==> src/rtl/kernel_calc_pkg.sv <==
// Shared definitions for the kernel-calculation units: sizing helper,
// accumulator FSM encoding and default stream geometry.
package kernel_calc_pkg;

  localparam int unsigned DEFAULT_DATA_W   = 16;
  localparam int unsigned DEFAULT_KERNEL_N = 9;

  typedef enum logic {
    ACCUM = 1'b0,
    HOLD  = 1'b1
  } state_t;

  // Ceiling log2; clog2(1) = 0 so a single-tap window adds no headroom bits.
  function automatic int unsigned clog2(input int unsigned n);
    int unsigned r;
    int unsigned v;
    r = 0;
    v = (n > 0) ? n - 1 : 0;
    for (int i = 0; i < 32; i++) begin
      if ((v >> i) != 0) r = i + 1;
    end
    return r;
  endfunction

endpackage

==> src/rtl/kernel_result_fmt.sv <==
// Scales a window sum by a truncating right shift and saturates or wraps
// it to OUT_W bits, flagging any value that does not fit.
module kernel_result_fmt #(
  parameter int unsigned ACC_W = 20,
  parameter int unsigned SHIFT = 0,
  parameter int unsigned OUT_W = 16,
  parameter int unsigned SAT   = 1
) (
  input  logic [ACC_W-1:0] sum,
  output logic [OUT_W-1:0] data,
  output logic             ovf
);

  localparam int unsigned WIDE = (ACC_W > OUT_W) ? ACC_W : OUT_W;
  localparam logic [WIDE-1:0] MAX_OUT = WIDE'({OUT_W{1'b1}});

  logic [WIDE-1:0] sh;

  // When the shifted sum cannot exceed OUT_W bits the compare folds to 0.
  assign sh   = WIDE'(sum >> SHIFT);
  assign ovf  = (sh > MAX_OUT);
  assign data = (ovf && (SAT != 0)) ? {OUT_W{1'b1}} : sh[OUT_W-1:0];

endmodule

==> src/rtl/kernel_accumulator.sv <==
// Sums KERNEL_N-sample windows from a valid/ready stream and presents each
// scaled result on a registered valid/ready output with an overflow flag.
module kernel_accumulator
  import kernel_calc_pkg::*;
#(
  parameter int unsigned DATA_W   = DEFAULT_DATA_W,
  parameter int unsigned KERNEL_N = DEFAULT_KERNEL_N,
  parameter int unsigned SHIFT    = 0,
  parameter int unsigned OUT_W    = 16,
  parameter int unsigned SAT      = 1
) (
  input  logic              clk,
  input  logic              rst,
  input  logic              clear,
  input  logic              in_valid,
  output logic              in_ready,
  input  logic [DATA_W-1:0] in_data,
  output logic              out_valid,
  input  logic              out_ready,
  output logic [OUT_W-1:0]  out_data,
  output logic              out_ovf,
  output logic              busy
);

  localparam int unsigned ACC_W = DATA_W + clog2(KERNEL_N);
  localparam int unsigned CNT_W = (clog2(KERNEL_N) > 0) ? clog2(KERNEL_N) : 1;
  localparam logic [CNT_W-1:0] CNT_LAST = CNT_W'(KERNEL_N - 1);

  state_t             state_q, state_d;
  logic [ACC_W-1:0]   acc_q, acc_d;
  logic [CNT_W-1:0]   cnt_q, cnt_d;
  logic               out_valid_d;
  logic [OUT_W-1:0]   out_data_d;
  logic               out_ovf_d;

  logic               accept;
  logic [ACC_W-1:0]   sum;
  logic [OUT_W-1:0]   fmt_data;
  logic               fmt_ovf;

  // While a result is held, a new sample may only enter as the result retires.
  assign in_ready = (state_q == ACCUM) ? 1'b1 : out_ready;
  assign accept   = in_valid & in_ready;
  assign sum      = acc_q + ACC_W'(in_data);
  assign busy     = (cnt_q != '0);

  kernel_result_fmt #(
    .ACC_W (ACC_W),
    .SHIFT (SHIFT),
    .OUT_W (OUT_W),
    .SAT   (SAT)
  ) u_fmt (
    .sum  (sum),
    .data (fmt_data),
    .ovf  (fmt_ovf)
  );

  always_comb begin
    state_d     = state_q;
    acc_d       = acc_q;
    cnt_d       = cnt_q;
    out_valid_d = out_valid;
    out_data_d  = out_data;
    out_ovf_d   = out_ovf;

    if (clear) begin
      // Abort: drop partial window, pending result and any sample this cycle.
      state_d     = ACCUM;
      acc_d       = '0;
      cnt_d       = '0;
      out_valid_d = 1'b0;
    end else begin
      if ((state_q == HOLD) && out_ready) begin
        state_d     = ACCUM;
        out_valid_d = 1'b0;
      end

      if (accept) begin
        if (cnt_q == CNT_LAST) begin
          state_d     = HOLD;
          acc_d       = '0;
          cnt_d       = '0;
          out_valid_d = 1'b1;
          out_data_d  = fmt_data;
          out_ovf_d   = fmt_ovf;
        end else begin
          acc_d = sum;
          cnt_d = cnt_q + CNT_W'(1);
        end
      end
    end
  end

  always_ff @(posedge clk) begin
    if (rst) begin
      state_q   <= ACCUM;
      acc_q     <= '0;
      cnt_q     <= '0;
      out_valid <= 1'b0;
      out_data  <= '0;
      out_ovf   <= 1'b0;
    end else begin
      state_q   <= state_d;
      acc_q     <= acc_d;
      cnt_q     <= cnt_d;
      out_valid <= out_valid_d;
      out_data  <= out_data_d;
      out_ovf   <= out_ovf_d;
    end
  end

endmodule

==> config.mk <==
export PLATFORM = sky130hd
export DESIGN_NAME = kernel_accumulator
export DESIGN_NICKNAME = d
export VERILOG_FILES = /design/src/rtl/kernel_calc_pkg.sv /design/src/rtl/kernel_result_fmt.sv /design/src/rtl/kernel_accumulator.sv
export SDC_FILE = /design/constraint.sdc
export NUM_CORES = 1
export LEC_CHECK = 0
export ABC_AREA = 1
export BUFFER_PORTS_ARGS = -buffer_cell sky130_fd_sc_hd__buf_2
export CAP_MARGIN = 20
export CORE_ASPECT_RATIO = 1.75
export CORE_MARGIN = 2
export CORE_UTILIZATION = 55
export CTS_CLUSTER_SIZE = 16
export DETAILED_ROUTE_END_ITERATION = 10
export HOLD_SLACK_MARGIN = 0.03
export PLACE_DENSITY = 0.82
export SLEW_MARGIN = 20
export SYNTH_ARGS = -nofsm -noshare
export SYNTH_HDL_FRONTEND = slang
export SYNTH_SLANG_ARGS = --single-unit
==> constraint.sdc <==
create_clock -name clk -period 2.7 [get_ports clk]
set_clock_uncertainty 0.05 [all_clocks]
set_input_delay 0.27 -clock clk [delete_from_list [all_inputs] [get_ports clk]]
set_output_delay 0.27 -clock clk [all_outputs]
set_load 0.01 [all_outputs]
==> out/metrics.yaml <==
post-synth-top-count-cell: "nand2_1"
critical_path.startpoint: "acc_q[0]"
ys_seq_area_share_pct: 28.5
hold_end: "out_valid"
post-synth-top-area-cell: "dfxtp_1"
setup_ws_ns: 0.288
hold_violations: 0
htree_levels: 2
die-area_mm2: 0.00613
nets: 552
grtUsageTotal_pct: 24.8
period_share_pct: 89.3
crit_path_cell_trace: "ha_1 -> inv_1 -> fa_1 -> inv_1 -> nand3_1 -> nand2_2 -> nand2_1 -> nand2_2 -> nand2_1 -> nand3_1 -> nand2_1 -> nor2_4 -> nand3_2 -> nand2_1 -> inv_1"
critical_path_class: "flip-flop to flip-flop"
drive_gt1_share_pct: 17.5
max_freq_mhz: 415
min-delay-start: "out_ready"
grt_start_max_net_pins: 27
rows: 35
power.leakage_nw: 1.76
pre_cts_ws_ns: 0.267
hp-class: "input pin to flip-flop"
max_cap_viol_count: 0
grt_pass1_vias: 2830
syn_to_final_growth_pct: 10.9
cp.required_ns: 2.86
synth_top_area_share_pct: 28.5
numCtsBuffers: 5
synthTopCellsByCount: "nand2_1 (141), nor2_1 (68), inv_1 (63)"
ff2ff_setup_slack_ns: 0.29
final_util_pct: 63.3
clk-insertion-delay-late_ns: 0.30
gp_congestion: 0.929
rsz0062_at_grt: "false"
dpl.hpwl_um: 5730
critPathMaxStageDelay_ns: 0.39
initial_core_util_pct: 57.1
tightest_slew_ns: 0.716
crit_path_max_fanout: 12
wirelength_um: 7130
vdd_drop_max_uv: 359
cts_buffer_depth: 2
synthArstFlopShare_pct: 0
yosysWarnings: 0
routed_via_density: 5.05
hold_path_depth: 4
wl_per_cell_um: 12.1
antenna_found_initial: 0
synthTopCellsByArea: "dfxtp_1 (28%), nand2_1 (17%), nor2_1 (8.4%)"
cts_setup_buffers: 0
port-buffer-count: 40
cpMostUsedCell: "nand2_1"
drc: 0
end_kind: "flip-flop"
rr_startpoint: "acc_q[0]"
ios: 41
cts-root-buf: "clkbuf_8"
core_area_mm2: 0.00530
worstPathArrival_ns: 2.57
ant_nets: 0
cp_top_family: "simple AND/OR/NAND/NOR gates"
cts_tree: "yes"
cp_slowest_cell: "fa_1"
synth-main-ff-cell: "dfxtp_1"
path_buf_inv: 3
num_vias: 2966
cp.depth: 15
cts_resized: 0
cts_sinks: 43
synth_nets: 514
cts_hold_buf: 0
timing.rr.end: "out_data[5]"
p_per_area_mw_per_mm2: 391
relSlewSlack_pct: 52.2
synth-seq-cells: 43
syn_area_mm2: 0.00303
die_h_um: 102
slew_violations: 0
place_inst: 579
clkTransAtPathRegs_ns: 0.08
total_power_w: 0.00131
die_x_um: 60.1
setup_violations: 0
drt_iter0_drc: 133
critPathLaunchType: "flip-flop"
avgSynthCellArea_um2: 6.38
overflow: 0
finalSetupTns_ns: 0
synth_edf_count: 0
min_period_ns: 2.41
final_cells: 587
diodes: 0
grt_pass1_wl_um: 11800
status: "finished clean"
reg2regPathDepth: 15
dr.pass1.iters: 4
synth_cells: 474
ys_types: 36
## per-stage QoR
stage          hold slack [ns]  cell area [um2]
2_1_floorplan            0.397             3030
3_3_place_gp             0.403             3270
3_5_place_dp             0.412             3270
4_1_cts                  0.201             3350
5_1_grt                  0.225             3350
6_report                 0.203             3350
## logic make-up after synthesis
kind of cell,share of synthesized area (%)
fa+ha+maj,8.11
xor+xnor,2.90
flops,28.5
compound gates,8.77
buf+inv,11.0
simple gates,40.7
## registers in the layout (all words and copies together) (netlist names)
name and count:
acc_q 20, out_valid 1, out_data 16, cnt_q 4, state_q 1, out_ovf 1
## worst max-delay path by stage
stage / end / slack (ns)
2_1_floorplan: out_data[10] / 0.58
3_3_place_gp: out_data[3] / 0.31
3_5_place_dp: out_data[5] / 0.27
4_1_cts: out_data[5] / 0.28
5_1_grt: out_data[5] / 0.06
6_report: out_data[5] / 0.29
## cell usage in the layout (no fill, tap or decap), types with 3 or more instances in the layout
cell type / netlist / routed
nand3_1: 22 / 22
xor2_1: 8 / 8
o21ai_0: 6 / 6
o21bai_1: 3 / 3
nand3_2: 13 / 13
ha_1: 18 / 18
buf_4: 0 / 3
dfxtp_1: 43 / 43
buf_2: 2 / 40
nor2_2: 5 / 5
inv_2: 6 / 6
inv_1: 63 / 63
nand2_1: 141 / 141
nand2_2: 8 / 8
clkbuf_8: 0 / 5
nor2_1: 68 / 68
a21oi_1: 36 / 36
## layout make-up
| cell class | count | area, um2 |
|---|---|---|
| Sequential cell | 43 | 861 |
| Clock buffer | 6 | 72.6 |
| Inverter | 70 | 263 |
| Multi-Input combinational cell | 349 | 1830 |
| Clock inverter | 2 | 12.5 |
| Tap cell | 74 | 92.6 |
| Timing Repair Buffer | 43 | 223 |
| Fill cell | 508 | 1940 |
## where the power goes
part           switching [W]  total, W  internal [W]
Sequential        0.00000674  0.000652      0.000645
Clock               0.000232  0.000413      0.000181
Combinational       0.000166  0.000247     0.0000816
## worst reg2reg max path: cells and delay by family (launching register included)
kind,cells,cell delay [ns]
adders and majority gates,2,0.57
and+or+nand+nor,10,1.15
DFF,1,0.34
buffers and inverters,3,0.20
## per-layer routing
| layer | vias up | wire [um] | global-route usage (%) | part of all wire (%) |
|---|---|---|---|---|
| met1 | 1330 | 2830 | 26.2 | 40 |
| met5 | - | 0 | 0 | 0 |
| met2 | 76 | 3750 | 44.7 | 53 |
| met4 | 0 | 308 | 14.4 | 4.3 |
| li1 | 1535 | - | - | - |
| met3 | 25 | 234 | 3.54 | 3.3 |
No activity file was read; power rests on OpenSTA's default activity.
